===== src/rtl/enemy_formation_ctrl.sv =====
// -----------------------------------------------------------------------------
// enemy_formation_ctrl
//
// This block controls how the enemy formation moves. It produces the formation
// origin and the animation select used by every enemy sprite and collision
// block. The formation steps sideways once per period. At a screen edge it
// moves down and reverses direction. The period shortens as kills build up.
// Time advances only on frame_tick. The march stops for good once the
// formation has landed.
//
// Ports
//   clk        : pixel clock, the only clock
//   reset      : synchronous, active-high; overrides every other input
//   frame_tick : one-cycle pulse per video frame
//   enable     : 1 = march runs, 0 = frozen
//   kill       : one-cycle pulse per enemy destroyed
//   posX/posY  : formation origin (10 bit)
//   troca      : animation frame select; toggles on every step
//   step       : one-cycle pulse on each move or descend
//   landed     : sticky; formation reached Y_LIMIT
//   period     : current frames-per-step (6 bit)
// -----------------------------------------------------------------------------
module enemy_formation_ctrl #(
    parameter int unsigned X_START       = 40,
    parameter int unsigned Y_START       = 40,
    parameter int unsigned X_MIN         = 8,
    parameter int unsigned X_MAX         = 600,
    parameter int unsigned STEP_X        = 4,
    parameter int unsigned STEP_Y        = 16,
    parameter int unsigned Y_LIMIT       = 440,
    parameter int unsigned FRAMES_INIT   = 30,
    parameter int unsigned FRAMES_MIN    = 4,
    parameter int unsigned SPEEDUP_KILLS = 4
) (
    input  logic       clk,
    input  logic       reset,
    input  logic       frame_tick,
    input  logic       enable,
    input  logic       kill,
    output logic [9:0] posX,
    output logic [9:0] posY,
    output logic       troca,
    output logic       step,
    output logic       landed,
    output logic [5:0] period
);

    // Edge and landing tests use 11 bits, so adding a step cannot wrap.
    localparam logic [10:0] X_MIN_W     = 11'(X_MIN);
    localparam logic [10:0] X_MAX_W     = 11'(X_MAX);
    localparam logic [10:0] STEP_X_W    = 11'(STEP_X);
    localparam logic [10:0] STEP_Y_W    = 11'(STEP_Y);
    localparam logic [10:0] Y_LIMIT_W   = 11'(Y_LIMIT);
    localparam logic [6:0]  FR_MIN_W    = 7'(FRAMES_MIN);
    localparam int unsigned KCW         = (SPEEDUP_KILLS > 1) ? $clog2(SPEEDUP_KILLS) : 1;
    localparam logic [KCW-1:0] KILL_LAST = KCW'(SPEEDUP_KILLS - 1);

    localparam logic DIR_RIGHT = 1'b0;
    localparam logic DIR_LEFT  = 1'b1;

    typedef enum logic [1:0] {
        ST_IDLE   = 2'd0,
        ST_RUN    = 2'd1,
        ST_LANDED = 2'd2
    } state_t;

    state_t         state_q, state_d;
    logic [9:0]     pos_x_q, pos_x_d;
    logic [9:0]     pos_y_q, pos_y_d;
    logic           troca_q, troca_d;
    logic           step_q, step_d;
    logic           landed_q, landed_d;
    logic [5:0]     period_q, period_d;
    logic           dir_q, dir_d;
    logic [5:0]     frame_cnt_q, frame_cnt_d;
    logic [KCW-1:0] kill_cnt_q, kill_cnt_d;

    logic           step_evt_s;
    logic           at_edge_s;
    logic [10:0]    desc_y_s;

    // Next-state logic for motion, state machine and speed-up.
    always_comb begin
        state_d     = state_q;
        pos_x_d     = pos_x_q;
        pos_y_d     = pos_y_q;
        troca_d     = troca_q;
        step_d      = 1'b0;
        landed_d    = landed_q;
        period_d    = period_q;
        dir_d       = dir_q;
        frame_cnt_d = frame_cnt_q;
        kill_cnt_d  = kill_cnt_q;

        // frame_cnt + 1 >= period has the same meaning as frame_cnt >= period - 1.
        // It is written this way so it cannot underflow when period is small.
        step_evt_s = (state_q == ST_RUN) && enable && frame_tick &&
                     (({1'b0, frame_cnt_q} + 7'd1) >= {1'b0, period_q});

        if (dir_q == DIR_RIGHT) begin
            at_edge_s = (({1'b0, pos_x_q} + STEP_X_W) > X_MAX_W);
        end else begin
            at_edge_s = ({1'b0, pos_x_q} < (X_MIN_W + STEP_X_W));
        end

        desc_y_s = {1'b0, pos_y_q} + STEP_Y_W;

        case (state_q)
            ST_IDLE: begin
                if (enable) begin
                    state_d = ST_RUN;
                end else begin
                    state_d = ST_IDLE;
                end
            end
            ST_RUN: begin
                if (step_evt_s) begin
                    frame_cnt_d = 6'd0;
                    troca_d     = ~troca_q;
                    step_d      = 1'b1;
                    if (at_edge_s) begin
                        pos_y_d = desc_y_s[9:0];
                        dir_d   = ~dir_q;
                        if (desc_y_s >= Y_LIMIT_W) begin
                            landed_d = 1'b1;
                            state_d  = ST_LANDED;
                        end else begin
                            state_d  = ST_RUN;
                        end
                    end else if (dir_q == DIR_RIGHT) begin
                        pos_x_d = pos_x_q + STEP_X_W[9:0];
                    end else begin
                        pos_x_d = pos_x_q - STEP_X_W[9:0];
                    end
                end else if (enable && frame_tick) begin
                    frame_cnt_d = frame_cnt_q + 6'd1;
                end else begin
                    frame_cnt_d = frame_cnt_q;
                end
            end
            ST_LANDED: begin
                state_d = ST_LANDED;
            end
            default: begin
                state_d = ST_IDLE;
            end
        endcase

        // Speed-up writes period_d directly. A step in this same cycle was
        // already decided from period_q, so the new period only takes effect
        // from the next cycle.
        if ((state_q != ST_LANDED) && kill) begin
            if (kill_cnt_q == KILL_LAST) begin
                kill_cnt_d = {KCW{1'b0}};
                if ({1'b0, period_q} < (FR_MIN_W + 7'd2)) begin
                    period_d = FR_MIN_W[5:0];
                end else begin
                    period_d = period_q - 6'd2;
                end
            end else begin
                kill_cnt_d = kill_cnt_q + {{(KCW-1){1'b0}}, 1'b1};
            end
        end else begin
            kill_cnt_d = kill_cnt_q;
        end
    end

    // State register; reset discards any update in progress.
    always_ff @(posedge clk) begin
        if (reset) begin
            state_q     <= ST_IDLE;
            pos_x_q     <= 10'(X_START);
            pos_y_q     <= 10'(Y_START);
            troca_q     <= 1'b0;
            step_q      <= 1'b0;
            landed_q    <= 1'b0;
            period_q    <= 6'(FRAMES_INIT);
            dir_q       <= DIR_RIGHT;
            frame_cnt_q <= 6'd0;
            kill_cnt_q  <= {KCW{1'b0}};
        end else begin
            state_q     <= state_d;
            pos_x_q     <= pos_x_d;
            pos_y_q     <= pos_y_d;
            troca_q     <= troca_d;
            step_q      <= step_d;
            landed_q    <= landed_d;
            period_q    <= period_d;
            dir_q       <= dir_d;
            frame_cnt_q <= frame_cnt_d;
            kill_cnt_q  <= kill_cnt_d;
        end
    end

    assign posX   = pos_x_q;
    assign posY   = pos_y_q;
    assign troca  = troca_q;
    assign step   = step_q;
    assign landed = landed_q;
    assign period = period_q;

endmodule


===== config.mk =====
export PLATFORM = sky130hd
export DESIGN_NAME = enemy_formation_ctrl
export DESIGN_NICKNAME = d
export VERILOG_FILES = /design/src/rtl/enemy_formation_ctrl.sv
export SDC_FILE = /design/constraint.sdc
export NUM_CORES = 1
export LEC_CHECK = 0
export ABC_AREA = 0
export BUFFER_PORTS_ARGS = -buffer_cell sky130_fd_sc_hd__buf_2
export CAP_MARGIN = 40
export CORE_MARGIN = 8
export CORE_UTILIZATION = 30
export CTS_CLUSTER_SIZE = 24
export DETAILED_ROUTE_END_ITERATION = 6
export GPL_ROUTABILITY_DRIVEN = 0
export GPL_TIMING_DRIVEN = 0
export SYNTH_ARGS = -nofsm -noshare
export SYNTH_HDL_FRONTEND = slang
export SYNTH_SLANG_ARGS = --single-unit

===== constraint.sdc =====
create_clock -name clk -period 3.5 [get_ports clk]
set_input_delay 0.35 -clock clk [delete_from_list [all_inputs] [get_ports clk]]
set_output_delay 0.35 -clock clk [all_outputs]
set_load 0.01 [all_outputs]

After elaboration in Yosys (flattened, before gate mapping)
Index checks and enable logic that the tools add are counted.
{"block": "totals", "out_inout_bits": 29, "register_bits": 40}
{"block": "classes", "n_addsub": 8, "reduce_logical": 15, "muxes": 12, "eq_ne": 6, "n_bitwise": 4, "magnitude_cmp": 5}
{"operator": "6-bit two-way mux", "count": 3}
{"operator": "10-bit by 3-bit adder with 11-bit output (second input constant)", "count": 1}
{"operator": "10-bit by 5-bit adder with 11-bit output (second input constant)", "count": 1}
{"operator": "11-bit by 9-bit greater-or-equal comparator with 1-bit output (second input constant)", "count": 1}
{"operator": "11-bit by 10-bit > comparator with 1-bit output (second input constant)", "count": 1}
{"operator": "10-bit by 3-bit adder with 10-bit output (second input constant)", "count": 1}
{"operator": "10-bit by 4-bit less-than comparator with 1-bit output (second input constant)", "count": 1}
{"operator": "10-bit two-way mux", "count": 1}
{"operator": "10-bit by 3-bit subtractor with 10-bit output (second input constant)", "count": 1}
{"operator": "2-bit two-way mux", "count": 4}
{"operator": "2-bit AND reduction", "count": 4}
{"operator": "6-bit by 1-bit adder with 7-bit output (second input constant)", "count": 1}
{"operator": "7-bit by 6-bit greater-or-equal comparator with 1-bit output", "count": 1}
{"operator": "6-bit by 1-bit adder with 6-bit output (second input constant)", "count": 1}
{"operator": "6-bit by 3-bit less-than comparator with 1-bit output (second input constant)", "count": 1}
{"operator": "2-bit inequality test (second input constant)", "count": 3}
{"operator": "2-bit one-hot mux with 3 select lines", "count": 1}
{"operator": "3-bit AND reduction", "count": 2}
{"operator": "6-bit by 2-bit subtractor with 6-bit output (second input constant)", "count": 1}
{"operator": "1-bit logical AND", "count": 5}
{"operator": "2-bit equality test (second input constant)", "count": 2}
{"operator": "1-bit inverter", "count": 4}
{"operator": "4-bit AND reduction", "count": 1}
{"operator": "1-bit two-way mux", "count": 3}
{"operator": "other kinds (5)", "count": 5}

Logic depth before layout (Yosys ltp)
{"block": "depth", "word_depth": 6, "depth_mapped": 11, "mapped_depth_nobuf": 10}

Least setup slack after synthesis
No wires, ideal clock.
{"block": "synth_timing", "path_kind": "flip-flop to flip-flop", "start": "register frame_cnt_q[0]", "end": "register pos_x_q[9] (netlist: posX[9])", "setup_slack_ps": 1013, "path_stages_with_launch": 11, "setup_time_ps": 123, "path_buffers": 0, "arrival_time_ps": 2364, "path_cell_list": "dfxtp_1 -> ha_1 -> nand3_1 -> xnor2_1 -> ha_1 -> or3_1 -> o221ai_2 -> a21o_1 -> nor2_1 -> a31oi_1 -> mux2_1"}
{"block": "synth_between", "elab_chain_len": 4}
{"item": "start, declared", "line_no": "75", "rtl": "logic [5:0] frame_cnt_q, frame_cnt_d;"}
{"item": "start signal, assigned", "line_no": "190", "rtl": "frame_cnt_q <= frame_cnt_d;"}
{"item": "6-bit by 1-bit adder with 7-bit output", "line_no": "98", "rtl": "(({1'b0, frame_cnt_q} + 7'd1) >= {1'b0, period_q});"}
{"item": "7-bit by 6-bit greater-or-equal comparator with 1-bit output", "line_no": "98"}
{"item": "1-bit logical AND", "line_no": "97", "rtl": "step_evt_s = (state_q == ST_RUN) && enable && frame_tick &&"}
{"item": "3-bit AND reduction (no line)"}
{"item": "end signal, assigned", "line_no": "172", "rtl": "pos_x_q <= 10'(X_START);"}
{"item": "end signal, assigned", "line_no": "183", "rtl": "pos_x_q <= pos_x_d;"}
{"item": "end, declared", "line_no": "68", "rtl": "logic [9:0] pos_x_q, pos_x_d;"}
Every way passes these cells.
A chain may end at the register's enable or synchronous reset.

Final worst setup path
Same ends and word-level chain as after synthesis.

==> results.md <==
* Slew Limit Fails at 0
* Hpwl dp at ~4000 µm
* CTS Buffer Depth at 2
* DRC errors left at 0
* Number of synthesized register bits at 33
* Hold_buf cts at 0
* Cells after synthesis at between 200 and 300
* Pwr dens at 260 nW/µm²
* Hold depth at 2
* Setup CP Type: reg2reg
* Crit path arrival time at between 3 and 4 ns
* Worst EP required at 3.67 ns
* Routed vias/inst at around 5
* Critical-path cell with the highest stage delay: dfxtp_1
* Netlist cell types at 60
* CTS buffer count at 5
* Status: finished, final reports clean
* Clock Pin Slew Worst Setup and Hold Paths at ~0.07 ns
* Largest net degree at the start of global routing at 13
* Peak fanout along the critical path at 6
* CTS Sinks at 33
* Die Footprint at ~11000 µm²
* Synth Flop Type: dfxtp_1
* Port Buffers at 25
* Fillers at roughly 780
* Remaining Overflow, GRT at 0
* TritonRoute pass-1 iters at 4
* CTS tree: done
* Die width at 103 µm
* Register area share after synthesis at 0.291
* Share of cells above drive strength 1 at 0.213
* First-pass GRT wire length at slightly below 9000 µm
* EDFF count, synth at 0
* CP Cell Sequence: ha_1, nand3_1, xnor2_1, ha_1, or3_1, o221ai_2, a21o_1, nor2_1, a31oi_1, mux2_1
* CP Launch Type: flop
* H-Tree Depth at 2
* Clock latency on the worst-skew pair at between 0.2 and 0.3 ns
* Final wirelength at about 5200 µm
* Worst slew pin tran at around 0.56 ns
* Post-route ant nets at 0
* Max Cap Viol at 0
* Crit end category: flop
* Final Hold Violating Endpoints at 0
* Core Area at between 7000 and 8000 µm²
* Max incr delay on CP at about 0.38 ns
* FFs w/ async S/R, synth at 0
* Post-Syn Area at around 2300 µm²
* Area delta synth->final at 15.0%
* Root buffer cell: clkbuf_8
* Gates resized, CTS repair at 0
* RSZ-0062 raised after global routing: false
* Final Net Count at 325
* Number of diodes at 0
* Leakage power at approximately 0.0011 µW
* Tmin final at ~2.9 ns
* Initial Util at 0.312
* Initial DRC Count at about 100
* Part of the cycle the worst path needs at 0.818
* Via count at 1954
* GRT Util Overall at 0.106
* Relative slew slack at 0.627
* Wire per inst at about 13 µm
* Worst Hold Class: in2reg
* Row cnt at 31
* Initial antenna violation count at 0
* CP dominant cell by count: ha_1
* Worst-case reg-to-reg path depth at 10
* Max Clk Rate at about 350 MHz
* Finish-stage setup viols at 0
* Vias in the first global route at between 1500 and 2000
* Synthesized area per cell at ~8.6 µm²
* Min Hold Slack at approximately 0.34 ns
* Total negative slack at 0 ns
* Post-CTS setup buffer count at 0
* Syn. warnings at 0
* Layout Skew at 0.00387 ns
* IO Count at 34
* Die Span Y at 103 µm
* Peak supply drop at 0.192 mV
-- registers in the layout, summed over array words and instances (netlist names) --
signal and cells:
posY 6, posX 8, dir_q 1, landed 1
troca 1, kill_cnt_q 2, step 1, frame_cnt_q 6
period 5, state_q 2
-- metal layers --
metal  GRT usage  wire, µm  vias to the layer above  part of all wire
met5           0         0                        -                 0
met4      0.0389        80                        0             0.015
met3      0.0270       278                        7             0.053
met2       0.160      2310                       31              0.44
met1       0.142      2550                      893              0.49
li1            -         -                     1023                 -
-- Yosys cell counts, types with 2 or more instances --
master / n / area, µm²
a211o_2: 3 / 30.0
a21oi_1: 13 / 65.1
a31oi_1: 6 / 37.5
and3_1: 3 / 18.8
and4_2: 2 / 20.0
buf_2: 2 / 10.0
buf_4: 8 / 60.1
clkbuf_1: 5 / 18.8
conb_1: 2 / 7.51
dfxtp_1: 33 / 661
ha_1: 18 / 225
inv_1: 18 / 67.6
nand2_1: 19 / 71.3
nand2b_1: 2 / 12.5
nand3_1: 10 / 50.1
nand3b_1: 2 / 15.0
nand4_1: 3 / 18.8
nor2_1: 24 / 90.1
nor2b_1: 2 / 12.5
nor3_1: 8 / 40.0
nor4_1: 7 / 43.8
nor4_2: 2 / 25.0
o211a_1: 2 / 20.0
o211ai_1: 2 / 15.0
o21a_1: 10 / 75.1
o21ai_0: 5 / 25.0
o21bai_1: 2 / 15.0
o31a_1: 4 / 35.0
o41ai_2: 3 / 48.8
or3_1: 2 / 12.5
xnor2_1: 9 / 78.8
xor2_1: 5 / 43.8
-- placed cells by master (no fill, tap or decap), types with 3 or more instances in the layout --
master     n
clkbuf_8   5
conb_1     7
buf_2     27
o41ai_2    3
nor4_1     7
ha_1      18
nand4_1    3
nand3_1   10
inv_1     18
nand2_1   19
xor2_1     5
o31a_1     4
o21ai_0    5
xnor2_1    9
buf_4      8
a211o_2    3
dfxtp_1   33
clkbuf_1   5
nor2_1    24
o21a_1    10
and3_1     3
nor3_1     8
a31oi_1    6
a21oi_1   13
-- critical path, delay by kind of cell (launching register included) --
kind	cells	cell delay [ns]
AOI/OAI and AO/OA	3	0.86
and+or+nand+nor	3	0.55
adders and majority gates	2	0.46
DFF	1	0.38
muxes	1	0.34
xor gates and xnor gates	1	0.16
-- power by group --
group / internal [µW] / leakage [µW] / switching [µW] / total (µW)
registers: 379 / 0.000267 / 2.92 / 382
clock network: 131 / 0.0000399 / 134 / 265
logic: 13.3 / 0.000795 / 21.1 / 34.4
total: 523 / 0.00110 / 158 / 681
-- area by class of cell --
| type | count | area (µm²) | area share |
|---|---|---|---|
| Multi-Input combinational cell | 202 | 1460 | 0.560 |
| Clock buffer | 5 | 68.8 | 0.0263 |
| Timing Repair Buffer | 25 | 125 | 0.0478 |
| Sequential cell | 33 | 661 | 0.253 |
| Clock inverter | 1 | 5.00 | 0.00191 |
| Inverter | 18 | 67.6 | 0.0258 |
| Tap cell | 99 | 124 | 0.0474 |
| Buffer | 16 | 100 | 0.0383 |
-- path summary, 6_finish.rpt --
kind | startpoint | end | slack, ns
hold / removal | enable | state_q[0]$_SDFFE_PP0P_ | 0.34
setup reg to reg | frame_cnt_q[0]$_SDFFE_PP0P_ | posX[9]$_SDFFE_PP0P_ | 0.64
setup / recovery | frame_cnt_q[0]$_SDFFE_PP0P_ | posX[9]$_SDFFE_PP0P_ | 0.64
hold reg to reg | landed$_SDFFE_PP0P_ | landed$_SDFFE_PP0P_ | 0.44
-- metrics by stage --
step / cell area, µm² / power [µW] / cells / util / setup slack, ns
detailed placement: 2540 / 425 / 393 / 0.348 / 0.658
finish: 2620 / 681 / 399 / 0.359 / 0.638
floorplan: 2290 / 416 / 269 / - / 1.01
CTS: 2620 / 696 / 399 / 0.359 / 0.631
global route: 2620 / 716 / 399 / 0.359 / 0.412
global placement: 2540 / 424 / 393 / 0.348 / 0.666
-- kinds of logic (layout without fill, tap and decap cells) --
kind of cell | after synthesis | after routing | synth area share
simple gates | 93 | 93 | 0.216
compound gates | 66 | 66 | 0.238
buf+inv | 34 | 65 | 0.0737
flops | 33 | 33 | 0.291
fa+ha+maj | 19 | 19 | 0.108
xor+xnor | 14 | 14 | 0.0539
mux | 3 | 3 | 0.0160
other cells | 2 | 7 | 0.00330
Power figures use the tool's default switching activity.
